<file path="src/rtl/conv_window_gen.sv">
// conv_window_gen: buffers three raster rows and emits stride-2 4x4 pixel windows
// for the downstream 3x3-conv / ReLU / 2x2-maxpool MAC stage.
module conv_window_gen #(
    parameter int IMG_W = 16,
    parameter int IMG_H = 16
) (
    input  logic         clk,
    input  logic         rstn,
    input  logic         i_start,
    input  logic         vld_i,
    input  logic [7:0]   i_pix,
    output logic         vld_o,
    output logic [127:0] o_win,
    output logic [7:0]   o_row_idx,
    output logic [7:0]   o_col_idx,
    output logic         o_frame_done
);
    localparam int CW = $clog2(IMG_W);
    localparam int RW = $clog2(IMG_H);
    localparam logic [CW-1:0] C_LAST = CW'(IMG_W - 1);
    localparam logic [RW-1:0] R_LAST = RW'(IMG_H - 1);

    logic [CW-1:0]    r_col, w_c;
    logic [RW-1:0]    r_row, w_r;
    logic [7:0]       r_lb0 [IMG_W];
    logic [7:0]       r_lb1 [IMG_W];
    logic [7:0]       r_lb2 [IMG_W];
    logic [15:0][7:0] r_win, w_nxt;
    logic [3:0][7:0]  w_new;
    logic             w_emit, w_last;

    // i_start makes the current pixel (0,0) without waiting a cycle
    assign w_c    = i_start ? '0 : r_col;
    assign w_r    = i_start ? '0 : r_row;
    assign w_new  = {i_pix, r_lb0[w_c], r_lb1[w_c], r_lb2[w_c]};
    assign w_emit = vld_i && w_r >= RW'(3) && w_r[0] && w_c >= CW'(3) && w_c[0];
    assign w_last = w_r == R_LAST && w_c == C_LAST;

    always_comb begin
        w_nxt = r_win;
        for (int i = 0; i < 4; i++) begin
            for (int j = 0; j < 3; j++) w_nxt[4*i+j] = r_win[4*i+j+1];
            w_nxt[4*i+3] = w_new[i];
        end
    end

    always_ff @(posedge clk) begin
        if (vld_i) begin
            r_lb2[w_c] <= r_lb1[w_c];
            r_lb1[w_c] <= r_lb0[w_c];
            r_lb0[w_c] <= i_pix;
        end
    end

    always_ff @(posedge clk or negedge rstn) begin
        if (!rstn) begin
            r_col        <= '0;
            r_row        <= '0;
            r_win        <= '0;
            vld_o        <= 1'b0;
            o_win        <= '0;
            o_row_idx    <= '0;
            o_col_idx    <= '0;
            o_frame_done <= 1'b0;
        end else begin
            vld_o        <= w_emit;
            o_frame_done <= w_emit && w_last;
            if (vld_i) begin
                r_col <= w_c == C_LAST ? '0 : w_c + CW'(1);
                r_row <= w_c != C_LAST ? w_r : w_r == R_LAST ? '0 : w_r + RW'(1);
                r_win <= w_nxt;
            end else if (i_start) begin
                r_col <= '0;
                r_row <= '0;
            end
            if (w_emit) begin
                o_win     <= w_nxt;
                o_row_idx <= 8'(w_r >> 1) - 8'd1;
                o_col_idx <= 8'(w_c >> 1) - 8'd1;
            end
        end
    end
endmodule

</file>
<file path="config.mk">
export PLATFORM = sky130hd
export DESIGN_NAME = conv_window_gen
export DESIGN_NICKNAME = d
export VERILOG_FILES = /design/src/rtl/conv_window_gen.sv
export SDC_FILE = /design/constraint.sdc
export NUM_CORES = 1
export LEC_CHECK = 0
export CORE_UTILIZATION = 40
export CTS_CLUSTER_SIZE = 10
export DETAILED_ROUTE_END_ITERATION = 7
export RECOVER_POWER = 25
export REMOVE_ABC_BUFFERS = 1
export SLEW_MARGIN = 5
export SYNTH_ARGS = -nofsm -noshare
export SYNTH_HDL_FRONTEND = slang
export SYNTH_SLANG_ARGS = --single-unit
export TNS_END_PERCENT = 50
</file>
<file path="constraint.sdc">
create_clock -name clk -period 4 [get_ports clk]
set_input_delay 0.8 -clock clk [delete_from_list [all_inputs] [get_ports clk]]
set_output_delay 0.8 -clock clk [all_outputs]
set_load 0.02 [all_outputs]
</file>
==> flow_summary_export.csv <==
group,metric,value,unit
status,outcome,"finished, violations left",
job,maxCapViolCount,3,
global_route,antenna_found_initial,0,
clock_tree,clk_latency,0.60,ns
global_route,globalRouteOverflowTotal,0,
final_layout,antennaDiodeCount,0,
die,design.portCount,158,
synthesis,yosysSeqAreaShare,73.29,%
sta,fin_crit,3.233,ns
clock_tree,numCtsBuffers,72,
final_layout,regArea,0.01759,mm²
critical_path,crit_path_end_kind,"flop",
clock_tree,hold_buffers,0,
critical_path,arrival,3.75,ns
clock_tree,tritoncts,"yes",
synthesis,synth_edf_count,384,
sta,fin_skew,0.02348,ns
clock_tree,cts_htree_levels,3,
place,dp_hpwl,32410,µm
drt,drc,28,
drt,avgRoutedWirePerCell,20.82,µm
final_layout,mostFrequentLayoutCells,"edfxtp_1, nand2_1, dfrtp_1, clkdlybuf4s50_1, mux2_2",
clock_tree,cts_root_buffer,"clkbuf_16",
critical_path,path_class,"in2reg",
global_route,grt_max_degree,122,
critical_path,crit_required,4.52,ns
die,core-area,0.05913,mm²
hold_path,min_path_type,"in2async",
synthesis,synthCells,1654,
synthesis,synth_async_sr_flop_share,38.66,%
critical_path,critical_path.max_stage_delay,2.08,ns
clock_tree,cts_resized,0,
drt,ant_nets,0,
critical_path,crit_fanout,121,
drt,drt_wl_total,55700,µm
sta,setup_slack,0.7671,ns
sta,slew_headroom,-95.88,%
pwr,p_leak,11.31,nW
synthesis,synth_cell_types,55,
critical_path,startpoint_type,"input port",
pwr,vdd_drop_max,0.2637,mV
sta,hold_viol,0,
clock_tree,cts.sinks,626,
sta,maxSlewViolCount,207,
drt,via_count,13950,
pwr,p_per_area,497.0,mW/mm²
synthesis,synth-main-ff-cell,"edfxtp_1",
sta,worstMarginPinSlew,2.938,ns
place,port_buffers,157,
sta,post-route-period-util,80.82,%
final_layout,fill_cells,5028,
place,gp_congestion,0.7933,
status,violations,"design-rule violations, max-capacitance violations, max-slew violations",
die,die_y,246.9,µm
final_layout,final_nets,1876,
clock_tree,cts_setup_buffers,0,
global_route,grt_pass1_vias,14080,
die,dieArea,0.06097,mm²
synthesis,ys_warn_count,0,
die,die_w,246.9,µm
global_route,gr-usage-all-layers,18.62,%
synthesis,avgSynthCellArea,14.51,µm²
die,num_rows,89,
drt,firstDrtPassIters,8,
final_layout,multi_input_area,0.005877,mm²
sta,whs,0.2629,ns
critical_path,crit_buf_inv,2,
drt,drtIter0Drc,1027,
final_layout,drive_gt1_share,17.24,%
place,dp_slack,0.3625,ns
final_layout,layout_commonest_cell,"edfxtp_1",
synthesis,netlist_area,0.02400,mm²
critical_path,cpLargestDelayFamily,"buffers and inverters",
global_route,grt_pass1_wl,85300,µm
sta,setup_viol,0,
final_layout,syn2layout_area_growth,20.62,%
drt,via_per_inst,5.212,
clock_tree,clk_pin_slew,0.05,ns
critical_path,cp_slowest_cell,"clkbuf_2",
pwr,power.total,14.39,mW
critical_path,crit_chain,"buf_6 > clkbuf_2 > nand3_1 > xor2_1 > nor2_1",
sta,rsz0062_at_grt,"false",
die,start_util,40.58,%
synthesis,synth-seq-cells,626,
sta,max_freq,0.3093,GHz
clock_tree,clockBufferDepth,3,
==> cell usage after synthesis, types with 8 or more instances <==
cell type | n | area share (%)
o221ai_1 | 13 | 0.47
dfrtp_1 | 242 | 25
clkbuf_1 | 40 | 0.63
a22o_1 | 21 | 0.77
buf_2 | 37 | 0.77
ha_1 | 8 | 0.42
nor2_1 | 107 | 1.7
nor3_1 | 9 | 0.19
mux2i_1 | 48 | 2.0
buf_4 | 15 | 0.47
a31oi_1 | 16 | 0.42
a22oi_1 | 13 | 0.41
edfxtp_1 | 384 | 48
a21oi_1 | 39 | 0.81
o21ai_0 | 18 | 0.38
nand2_1 | 358 | 5.6
a221o_1 | 8 | 0.33
mux2_2 | 141 | 6.6
a222oi_1 | 36 | 1.5
nor4_2 | 14 | 0.73
inv_1 | 20 | 0.31
==> cells by family (layout without fill, tap and decap cells) <==
| family | after synthesis | count (layout) | synth area share [%] |
|---|---|---|---|
| buffers and inverters | 125 | 374 | 2.581 |
| adder cells (fa/ha/maj) | 8 | 8 | 0.4171 |
| XOR/XNOR | 7 | 7 | 0.2555 |
| AO/OA/AOI/OAI | 174 | 174 | 5.449 |
| AND/OR/NAND/NOR | 524 | 524 | 9.344 |
| flip-flops | 626 | 626 | 73.29 |
| multiplexers | 190 | 190 | 8.666 |
==> sequential cells by signal (all words and copies together) (netlist names), 4 cells and up <==
| register | flops |
|---|---|
| r_win | 96 |
| o_col_idx | 4 |
| o_row_idx | 4 |
| r_col | 4 |
| r_lb1 | 128 |
| r_row | 4 |
| r_lb0 | 128 |
| o_win | 128 |
| r_lb2 | 128 |
==> per-stage QoR <==
stage	cells	utilization [%]	setup TNS [ns]	area, µm²
finish	2676	48.95	0	28940
CTS	2676	49.06	0	29010
detailed placement	2555	45.56	0	26940
global route	2676	48.95	0	28940
floorplan	1552	-	-1293.95	23470
global placement	2555	45.56	0	26940
==> where the power goes <==
part	leakage (nW)	switching [mW]	total (mW)	internal, mW
clock network	0.989	2.42	5.88	3.46
logic	3.71	0.629	1.07	0.446
registers	6.62	0.170	7.44	7.27
total	11.3	3.22	14.4	11.2
==> per-layer routing <==
layer / up-vias / track usage, % / routed length, µm
met1: 7136 / 25.01 / 24540
met3: 88 / 3.147 / 2591
met4: 0 / 6.736 / 1423
met5: - / 0 / 0
li1: 6381 / - / -
met2: 342 / 30.38 / 27150
==> worst paths after layout <==
kind	start	to	slack (ns)	cells past startpoint
setup / recovery	vld_i	r_col[3]$_DFF_PN0_	0.77	5
hold / removal	rstn	r_win[20]$_DFFE_PN0P_	0.26	1
setup reg to reg	r_col[0]$_DFF_PN0_	r_lb2[11][6]$_DFFE_PP_	1.03	8
hold reg to reg	r_win[44]$_DFFE_PN0P_	o_win[36]$_DFFE_PN0P_	0.46	2
max in group asynchronous	rstn	r_win[87]$_DFFE_PN0P_	1.06	2
min in group clk	r_win[44]$_DFFE_PN0P_	o_win[36]$_DFFE_PN0P_	0.46	2
==> layout make-up <==
type	instances	share of cell area (%)
flip-flops and latches	626	60.77
multi-input cells	903	20.30
repair buffers	230	8.123
clock buffers	118	7.042
well taps	773	3.342
inverters	23	0.3242
clock inverters	3	0.09078
(Power assumes the default switching activity.)
